==> src/rtl/tod_counter.sv <==
// 24-hour BCD time-of-day counter with button-driven hour/minute set mode.
// Emits a registered one-cycle day_carry on midnight rollover.
module tod_counter #(
  parameter logic SYNC_RESET_VAL = 1'b1
) (
  input  logic       clk,
  input  logic       reset,
  input  logic       tick,
  input  logic       btn_mode,
  input  logic       btn_inc,
  output logic [3:0] hour1,
  output logic [3:0] hour0,
  output logic [3:0] min1,
  output logic [3:0] min0,
  output logic [3:0] sec1,
  output logic [3:0] sec0,
  output logic [1:0] mode,
  output logic       day_carry
);

  typedef enum logic [1:0] {
    RUN      = 2'b00,
    SET_HOUR = 2'b01,
    SET_MIN  = 2'b10
  } mode_e;

  mode_e      mode_q, mode_d;
  logic [3:0] h1_q, h0_q, m1_q, m0_q, s1_q, s0_q;
  logic [3:0] h1_d, h0_d, m1_d, m0_d, s1_d, s0_d;
  logic       carry_q, carry_d;

  logic       bm_s0_q, bm_s1_q, bm_prev_q;
  logic       bi_s0_q, bi_s1_q, bi_prev_q;
  logic       mode_press, inc_press;

  // {wrap, tens, units} for a 00-59 field
  function automatic logic [8:0] inc60(input logic [3:0] t,
                                       input logic [3:0] u);
    logic [8:0] r;
    if (u != 4'd9)      r = {1'b0, t, u + 4'd1};
    else if (t != 4'd5) r = {1'b0, t + 4'd1, 4'd0};
    else                r = {1'b1, 4'd0, 4'd0};
    return r;
  endfunction

  function automatic logic [7:0] inc24(input logic [3:0] t,
                                       input logic [3:0] u);
    logic [7:0] r;
    if (t == 4'd2 && u == 4'd3) r = 8'h00;
    else if (u != 4'd9)         r = {t, u + 4'd1};
    else                        r = {t + 4'd1, 4'd0};
    return r;
  endfunction

  always_ff @(posedge clk or posedge reset) begin
    if (reset) begin
      bm_s0_q   <= SYNC_RESET_VAL;
      bm_s1_q   <= SYNC_RESET_VAL;
      bm_prev_q <= SYNC_RESET_VAL;
      bi_s0_q   <= SYNC_RESET_VAL;
      bi_s1_q   <= SYNC_RESET_VAL;
      bi_prev_q <= SYNC_RESET_VAL;
    end else begin
      bm_s0_q   <= btn_mode;
      bm_s1_q   <= bm_s0_q;
      bm_prev_q <= bm_s1_q;
      bi_s0_q   <= btn_inc;
      bi_s1_q   <= bi_s0_q;
      bi_prev_q <= bi_s1_q;
    end
  end

  assign mode_press = bm_s1_q & ~bm_prev_q;
  assign inc_press  = bi_s1_q & ~bi_prev_q;

  always_comb begin
    logic [8:0] s_n, m_n;
    logic [7:0] h_n;
    mode_d  = mode_q;
    h1_d    = h1_q;
    h0_d    = h0_q;
    m1_d    = m1_q;
    m0_d    = m0_q;
    s1_d    = s1_q;
    s0_d    = s0_q;
    carry_d = 1'b0;
    s_n     = inc60(s1_q, s0_q);
    m_n     = inc60(m1_q, m0_q);
    h_n     = inc24(h1_q, h0_q);
    case (mode_q)
      SET_HOUR: begin
        if (mode_press) begin
          mode_d = SET_MIN;
        end else if (inc_press) begin
          {h1_d, h0_d} = h_n;
        end
      end
      SET_MIN: begin
        if (mode_press) begin
          mode_d = RUN;
          s1_d   = 4'd0;
          s0_d   = 4'd0;
        end else if (inc_press) begin
          {m1_d, m0_d} = m_n[7:0];
        end
      end
      default: begin
        // 2'b11 is unreachable and behaves as RUN
        if (tick) begin
          {s1_d, s0_d} = s_n[7:0];
          if (s_n[8]) begin
            {m1_d, m0_d} = m_n[7:0];
            if (m_n[8]) begin
              {h1_d, h0_d} = h_n;
              carry_d = (h_n == 8'h00);
            end
          end
        end
        if (mode_press) mode_d = SET_HOUR;
      end
    endcase
  end

  always_ff @(posedge clk or posedge reset) begin
    if (reset) begin
      mode_q  <= RUN;
      h1_q    <= 4'd0;
      h0_q    <= 4'd0;
      m1_q    <= 4'd0;
      m0_q    <= 4'd0;
      s1_q    <= 4'd0;
      s0_q    <= 4'd0;
      carry_q <= 1'b0;
    end else begin
      mode_q  <= mode_d;
      h1_q    <= h1_d;
      h0_q    <= h0_d;
      m1_q    <= m1_d;
      m0_q    <= m0_d;
      s1_q    <= s1_d;
      s0_q    <= s0_d;
      carry_q <= carry_d;
    end
  end

  assign hour1     = h1_q;
  assign hour0     = h0_q;
  assign min1      = m1_q;
  assign min0      = m0_q;
  assign sec1      = s1_q;
  assign sec0      = s0_q;
  assign mode      = mode_q;
  assign day_carry = carry_q;

endmodule

==> config.mk <==
export PLATFORM = sky130hd
export DESIGN_NAME = tod_counter
export DESIGN_NICKNAME = d
export VERILOG_FILES = /design/src/rtl/tod_counter.sv
export SDC_FILE = /design/constraint.sdc
export NUM_CORES = 1
export LEC_CHECK = 0
export ABC_AREA = 1
export CAP_MARGIN = 10
export CORE_MARGIN = 1.5
export CORE_UTILIZATION = 40
export DETAILED_ROUTE_END_ITERATION = 8
export SYNTH_ARGS = -nofsm -noshare
export SYNTH_HDL_FRONTEND = slang
export SYNTH_SLANG_ARGS = --single-unit
==> constraint.sdc <==
create_clock -name clk -period 2.05 [get_ports clk]
set_clock_uncertainty 0.2 [all_clocks]
set_input_delay 0.205 -clock clk [delete_from_list [all_inputs] [get_ports clk]]
set_output_delay 0.205 -clock clk [all_outputs]
set_load 0.01 [all_outputs]
# Yosys cells after proc, flatten, opt, wreduce, memory -nomap -nowiden
# Index checks and enable logic that the tools add are counted.
dict set report totals {
  reg_bits 33
  in_bits 5
  output_inout_bits 27
}
dict set report classes {
  add_sub_neg 6
  n_eq_ne 15
  n_mux 41
  n_bitwise 6
  reduce_logical 12
}
# cell count
set op_table {}
lappend op_table {{4-bit two-way mux} 21}
lappend op_table {{4-bit one-hot mux with 2 select lines} 6}
lappend op_table {{9-bit two-way mux} 4}
lappend op_table {{4-bit by 1-bit adder with 4-bit output (second input constant)} 6}
lappend op_table {{8-bit two-way mux} 2}
lappend op_table {{4-bit inequality test (second input constant)} 3}
lappend op_table {{2-bit inequality test (second input constant)} 5}
lappend op_table {{2-bit nonzero test} 5}
lappend op_table {{4-bit by 2-bit equality test with 1-bit output (second input constant)} 2}
lappend op_table {{8-bit zero test} 1}
lappend op_table {{4-bit by 3-bit inequality test with 1-bit output (second input constant)} 2}
lappend op_table {{2-bit two-way mux} 3}
lappend op_table {{6-bit AND reduction} 1}
lappend op_table {{5-bit AND reduction} 1}
lappend op_table {{1-bit two-way mux} 4}
lappend op_table {{1-bit inverter} 4}
lappend op_table {{2-bit one-hot mux with 2 select lines} 1}
lappend op_table {{4-bit AND reduction} 1}
lappend op_table {{3-bit AND reduction} 1}
lappend op_table {{1-bit bitwise AND} 2}
lappend op_table {{2-bit by 1-bit equality test with 1-bit output (second input constant)} 1}
lappend op_table {{2-bit equality test (second input constant)} 1}
lappend op_table {{2-bit by 1-bit inequality test with 1-bit output (second input constant)} 1}
lappend op_table {{2-bit OR reduction} 1}
lappend op_table {{1-bit logical AND} 1}

# Depth between registers and ports, before layout
# Gate-level depths: netlist (run 1).
dict set report depth {
  ltp_word 8
  depth_mapped 11
  depth_no_buf 11
}

# Worst setup path after synthesis (run 1)
# No wires, ideal clock.
dict set report synth_timing {
  kind {register -> register}
  from {register mode_q[0], in the netlist mode[0]}
  to {register m1_q[0], in the netlist min1[0]}
  setup_time_ps 131
  t_arrival_ps 1350
  t_required_ps 1719
  slack_ps 369
  path_stages_with_launch 9
  synth_period_minus_slack_ps 1681
  path_cell_list {dfrtp_1 > inv_1 > ha_1 > inv_1 > nand2_1 > nand2_1 > nor2_1 > nand2_1 > xor2_1}
}
dict set report synth_via {
  elab_chain_len 3
  elab_cells_between_ends 9
  classes_between {4 x eq/ne; 1 x mux; 1 x bitwise; 3 x reduce/logical}
}
# item line_no
set synth_lines {}
lappend synth_lines {{start: declaration} 27} ;# mode_e mode_q, mode_d;
lappend synth_lines {{start signal: assignment} 135} ;# mode_q <= mode_d;
lappend synth_lines {{2-bit equality test / 2-bit by 1-bit equality test with 1-bit output (equally long branches)} 90} ;# case (mode_q)
lappend synth_lines {{2-bit inequality test (no source line), or another cell as far along} -}
lappend synth_lines {{5-bit AND reduction (no source line)} -}
lappend synth_lines {{end signal: assignment} 138} ;# m1_q <= m1_d;
lappend synth_lines {{end: declaration} 28} ;# logic [3:0] h1_q, h0_q, m1_q, m0_q, s1_q, s0_q;
# Parallel ways exist; a longest one is shown, timed or not.
# A chain may end at the register's enable or synchronous reset.

# Worst setup path after layout (run 1)
dict set report layout_timing {
  from {register h0_q[3], in the netlist hour0[3]}
  to {output port hour0[3]}
}
# item line_no
set layout_lines {}
lappend layout_lines {{start: declaration} 28}
lappend layout_lines {{start signal: assignment} 128} ;# h0_q <= 4'd0;
lappend layout_lines {{start signal: assignment} 137} ;# h0_q <= h0_d;
lappend layout_lines {{end: declaration} 12} ;# output logic [3:0] hour0,
# No word-level cell between the ends.

==> summary.md, run 1 <==
| Metric | Value |
|---|---|
| Status | `complete, no violations` |
| Max Freq | `approximately 550 MHz` |
| Final Hold Viols | `0` |
| H-tree depth | `2` |
| R2R depth | `8` |
| Crit-path cells | `clkdlybuf4s50_1` |
| Gr usage total | `15.2%` |
| Starting density of the core | `between 40% and 50%` |
| Initial antenna violation count | `0` |
| Synth Register Bits | `33` |
| Worst-path maximum fanout | `8` |
| Vias post-DR | `roughly 1600` |
| DRC violations left | `0` |
| Commonest register cell after synthesis | `dfrtp_1` |
| DP HPWL | `about 2600 um` |
| Routed WL | `3550 um` |
| Post-synthesis sequential area ratio | `between 40% and 50%` |
| Clock root buffer | `clkbuf_8` |
| Die area | `just over 0.005 mm2` |
| Die X | `about 71 um` |
| Number of max-cap violations | `0` |
| # diodes | `0` |
| RePlAce Congestion | `approximately 0.76` |
| Drt via density | `around 4.8` |
| CORE AREA | `0.00441 mm2` |
| Fin Setup TNS | `0 ns` |
| CP arrival | `between 1 and 1.5 ns` |
| Netlist cell types | `27` |
| Area Overhead vs Synth | `26.3%` |
| Reg2reg start | `mode[0]` |
| Leak | `between 1 and 1.5 nW` |
| Startpoint types | `flop` |
| Hold WS | `about 0.11 ns` |
| Postcts setup bufs | `0` |
| Fraction of layout cells with a size suffix above 1 | `a little under an eighth` |
| R2R setup slack | `between 0.2 and 0.3 ns` |
| Syn Nets | `approximately 250` |
| DRT antenna net count | `0` |
| Nets | `between 200 and 300` |
| Post-synth EDFFs | `0` |
| CTS tree | `done` |
| Clk slew on worst S/H paths | `0.07 ns` |
| FF-to-FF End | `min1[0]` |
| Post-Syn Area | `~0.0019 mm2` |
| Critical path capture point type | `output port` |
| Rows | `24` |
| Mean post-synth cell area | `~8.0 um2` |
| Insertion delay to the later sink of the worst-skew pair | `around 0.29 ns` |
| Io pins | `32` |
| Max Slew Vio Count | `0` |
| TritonCTS buffer count | `5` |
| WL/cell | `about 11 um` |
| Fin cells | `between 300 and 400` |
| Pwr dens | `~1300 mW/mm2` |
| Post_cts resized | `0` |
| Syn. warnings | `0` |
| HP Class | `in2async` |
| Post-synthesis instance total | `roughly 230` |
| Max Root-Sink Buffers | `2` |
| GRT Residual Overflow | `0` |
| Setup violators final | `0` |
| Kind of critical path | `reg2out` |
| Crit-path max cell delay | `0.60 ns` |
| Relative max-transition margin | `around 73%` |
| Cell family with most CP delay | `buffers and inverters` |
| Drt first pass iters | `4` |
| Critical Path RT | `around 1.6 ns` |
| First-pass GRT wire length | `6140 um` |
| Placed Cells incl. Taps | `319` |
| Slowest cell on the critical path | `clkdlybuf4s50_1` |
| Vias in the first global route | `between 1000 and 1500` |
| Buffers & Inverters on Critical Path | `1` |
| Pin count of the biggest net entering global routing | `34` |
| Sinks on Clock Net | `33` |
| Port Buffers | `31` |
| Tightest Pin Transition | `0.412 ns` |
| Share of async-settable or async-resettable flops after synthesis | `100%` |
| Worst IR Drop VDD | `between 0.8 and 0.9 mV` |
| Period utilization | `88.1%` |
| Min cycle time layout | `1.81 ns` |
| CTS Hold Bufs | `0` |
| Chip Height | `a little over 70 um` |
| Initial detailed-routing violation count | `between 90 and 100` |
| RSZ-0062 raised after global routing | `no` |
[per-stage QoR]
step,power (W),setup WS (ns),util (%),area [um2]
finish,0.00310,0.244,53.5,2360
global route,0.00338,0.0762,53.5,2360
CTS,0.00314,0.232,53.5,2360
detailed placement,0.00259,0.248,51.2,2260
global placement,0.00259,0.257,51.2,2260
floorplan,0.00199,0.369,-,1870
[cell families after synthesis]
logic type                 share of synthesized area, %
AOI/OAI and AO/OA                                  5.82
xor gates and xnor gates                           3.28
DFF                                                44.6
adders and majority gates                          6.69
buffers and inverters                              6.22
and+or+nand+nor                                    33.4
[routing by layer]
layer	share of wire, %	track usage (%)	routed length, um	vias to the layer above
met5	0	0	0	-
met2	41	22.7	1470	44
met4	2.1	6.92	75	0
met1	51	21.0	1800	701
met3	5.9	3.66	209	7
li1	-	-	-	813
[sequential cells by signal, summed over array words and instances, names as in the netlist]
register   cells
bi_s1_q        1
sec1           4
min0           4
bm_s0_q        1
hour1          4
sec0           4
bi_prev_q      1
min1           4
bm_prev_q      1
bi_s0_q        1
mode           2
day_carry      1
bm_s1_q        1
hour0          4
[layout make-up]
| class | instances | area [um2] |
|---|---|---|
| fillers | 414 | 2050 |
| repair buffers | 33 | 325 |
| clock inverters | 1 | 5.00 |
| well taps | 52 | 65.1 |
| inverters | 31 | 116 |
| clock buffers | 7 | 96.3 |
| multi-input cells | 170 | 920 |
| flip-flops and latches | 33 | 833 |
[power by group]
part | switching, W | internal (W)
registers | 0.000237 | 0.000844
logic | 0.000802 | 0.000687
clock network | 0.000230 | 0.000303
total | 0.00127 | 0.00183
[cells in the mapped netlist, types with 3 or more instances]
cell type,n,area share (%)
ha_1,10,6.7
nand3_2,3,1.6
nand2_2,4,1.3
dfrtp_1,27,36
nand3b_1,8,3.2
nor2_2,3,1.0
o21ai_0,4,1.1
nand3_1,13,3.5
xor2_1,5,2.3
dfstp_2,6,8.4
nand2_1,71,14
inv_1,28,5.6
nor2_1,21,4.2
a21oi_1,6,1.6
o21ai_1,6,1.6
[worst max path at each step]
| stage | startpoint | endpoint | slack (ns) | cells past startpoint |
|---|---|---|---|---|
| 2_1_floorplan | mode[0] | min1[0] | 0.37 | 8 |
| 3_3_place_gp | mode[0] | sec1[0] | 0.26 | 9 |
| 3_5_place_dp | mode[0] | min1[0] | 0.25 | 8 |
| 4_1_cts | hour0[2] | hour0[2] | 0.23 | 1 |
| 5_1_grt | mode[0] | min1[3] | 0.08 | 9 |
| 6_report | hour0[3] | hour0[3] | 0.24 | 1 |
[cells in the final DEF (no fill, tap or decap)]
cell type and count:
ha_1 10, dfrtp_1 27, xnor2_1 2, nor2_4 2
buf_4 2, nand2_2 4, or2_0 1, clkinv_1 1
nor2_2 3, clkinv_2 1, o21ai_1 6, nor2_1 21
nand3_2 3, inv_1 28, a21oi_2 1, clkbuf_8 7
nand2_4 2, a21oi_1 6, clkdlybuf4s50_1 31, xor2_1 5
nand4_1 2, a21boi_0 1, o22ai_1 2, nor3_1 2
o21ai_0 4, or3_1 1, dfstp_2 6, nand3b_1 8
inv_2 2, nand3_1 13, nand2_1 71
No activity file was read; power rests on OpenSTA's default activity.
==> inputs of run 2 (changes only) <==
--- a/config.mk
+++ b/config.mk
@@ -9,7 +9,9 @@
 export CAP_MARGIN = 10
 export CORE_MARGIN = 1.5
 export CORE_UTILIZATION = 40
+export CTS_BUF_LIST = sky130_fd_sc_hd__clkbuf_16
 export DETAILED_ROUTE_END_ITERATION = 8
+export MAX_ROUTING_LAYER = met4
 export SYNTH_ARGS = -nofsm -noshare
 export SYNTH_HDL_FRONTEND = slang
 export SYNTH_SLANG_ARGS = --single-unit
==> run 2 against run 1 <==
Compared with the run above:
- via count grew 0.13%
- routed wire length rose by 1.6%
- maximum frequency up 0.48%
- flip-flop and latch count unchanged
- sequential share of layout area shrank 0.53 points
- global-route usage rose by 0.77 points
- critical path depth up 7
- final area rose by 1.5%
- critical path type is now reg2reg
- largest cell class unchanged
==> summary.md, run 2 (synthesized netlist as in run 1, its figures left out) <==
| Metric | Value |
|---|---|
| Status | `complete, no violations` |
| Chip Height | `roughly 71 um` |
| Kind of critical path | `reg2reg` |
| Clock root buffer | `clkbuf_16` |
| Pwr dens | `1360 mW/mm2` |
| Worst-path maximum fanout | `7` |
| Starting density of the core | `a little over two fifths` |
| CTS Hold Bufs | `0` |
| TritonCTS buffer count | `5` |
| Number of max-cap violations | `0` |
| Critical path capture point type | `flop` |
| Fin cells | `about 330` |
| H-tree depth | `2` |
| WL/cell | `approximately 11 um` |
| Commonest non-fill, non-tap cell in the layout | `nand2_1` |
| DRT antenna net count | `0` |
| Drt via density | `4.79` |
| Setup violators final | `0` |
| DRC violations left | `0` |
| Drt first pass iters | `4` |
| Nets | `289` |
| Die X | `71.4 um` |
| Die area | `0.00509 mm2` |
| CP arrival | `around 1.8 ns` |
| Initial antenna violation count | `0` |
| RePlAce Congestion | `0.775` |
| # diodes | `0` |
| Startpoint types | `flop` |
| Pin count of the biggest net entering global routing | `34` |
| Worst IR Drop VDD | `0.686 mV` |
| Routed WL | `~3600 um` |
| Final Hold Viols | `0` |
| Min cycle time layout | `between 1.5 and 2 ns` |
| Fin Setup TNS | `0 ns` |
| First-pass GRT wire length | `between 6000 and 7000 um` |
| Commonest non-fill, non-tap cells in the layout | `71 x nand2_1, 31 x clkdlybuf4s50_1, 28 x inv_1` |
| Sinks on Clock Net | `33` |
| Max Slew Vio Count | `0` |
| Io pins | `32` |
| GRT Residual Overflow | `0` |
| Area Overhead vs Synth | `28.2%` |
| Rows | `24` |
| RSZ-0062 raised after global routing | `no` |
| Vias in the first global route | `between 1000 and 1500` |
| Placed Cells incl. Taps | `about 320` |
| Critical Path RT | `around 2.0 ns` |
| HP Class | `in2async` |
| Postcts setup bufs | `0` |
| Max Freq | `~560 MHz` |
| Relative max-transition margin | `between 70% and 80%` |
| Initial detailed-routing violation count | `111` |
| Vias post-DR | `between 1500 and 2000` |
| Clk slew on worst S/H paths | `roughly 0.050 ns` |
| Port Buffers | `31` |
| CORE AREA | `about 0.0044 mm2` |
| Post_cts resized | `0` |
| Insertion delay to the later sink of the worst-skew pair | `0.27 ns` |
| CTS tree | `done` |
| Period utilization | `between 80% and 90%` |
| Tightest Pin Transition | `between 0.4 and 0.5 ns` |
| Leak | `~1.2 nW` |
| Max Root-Sink Buffers | `2` |
| Gr usage total | `16.0%` |
| Fraction of layout cells with a size suffix above 1 | `between 10% and 20%` |
| DP HPWL | `about 2600 um` |
[run 2: final cells by class]
cell class              instances  area (um2)
clock buffers                   5         125
well taps                      52        65.1
multi-input cells             170         920
repair buffers                 33         325
clock inverters                 3        12.5
inverters                      31         116
flip-flops and latches         33         833
fillers                       410        2020
[run 2: through the flow]
| step | setup WS [ns] | area [um2] | util (%) | power [W] | hold WS [ns] |
|---|---|---|---|---|---|
| global route | 0.0698 | 2400 | 54.3 | 0.00354 | 0.141 |
| CTS | 0.238 | 2400 | 54.3 | 0.00329 | 0.134 |
| detailed placement | 0.248 | 2260 | 51.2 | 0.00259 | 0.148 |
| finish | 0.253 | 2400 | 54.3 | 0.00326 | 0.132 |
| global placement | 0.257 | 2260 | 51.2 | 0.00259 | 0.146 |
| floorplan | 0.369 | 1870 | - | 0.00199 | 0.00948 |
[run 2: final timing paths]
check	startpoint	to	slack, ns	depth (start not counted)
max reg2reg	mode[0]	min1[0]	0.25	8
min	reset	day_carry	0.13	3
max in group asynchronous	reset	bm_s1_q	1.19	3
max	mode[0]	min1[0]	0.25	8
min reg2reg	bi_s0_q	bi_s1_q	0.15	0
min in group clk	btn_inc	bi_s0_q	0.14	1
[run 2: worst max-delay path, cell delays in order, from the launching register on]
cell     delay, ns
dfrtp_1       0.42
inv_1         0.07
ha_1          0.26
inv_1         0.10
nand2_1       0.09
nand2_1       0.10
nor2_1        0.10
nand2_1       0.15
xor2_1        0.18
[run 2: routing by layer]
layer,global-route usage (%),vias up,wire length [um]
met5,-,-,0
met4,4.40,0,17
met3,5.06,2,151
met2,23.9,33,1570
met1,21.1,717,1870
li1,-,815,-
[run 2: where the power goes]
part / leakage, nW / total (W) / internal (W) / switching (W)
Clock: 0.0687 / 0.000687 / 0.000438 / 0.000249
Combinational: 0.671 / 0.00149 / 0.000686 / 0.000803
Sequential: 0.414 / 0.00109 / 0.000845 / 0.000242
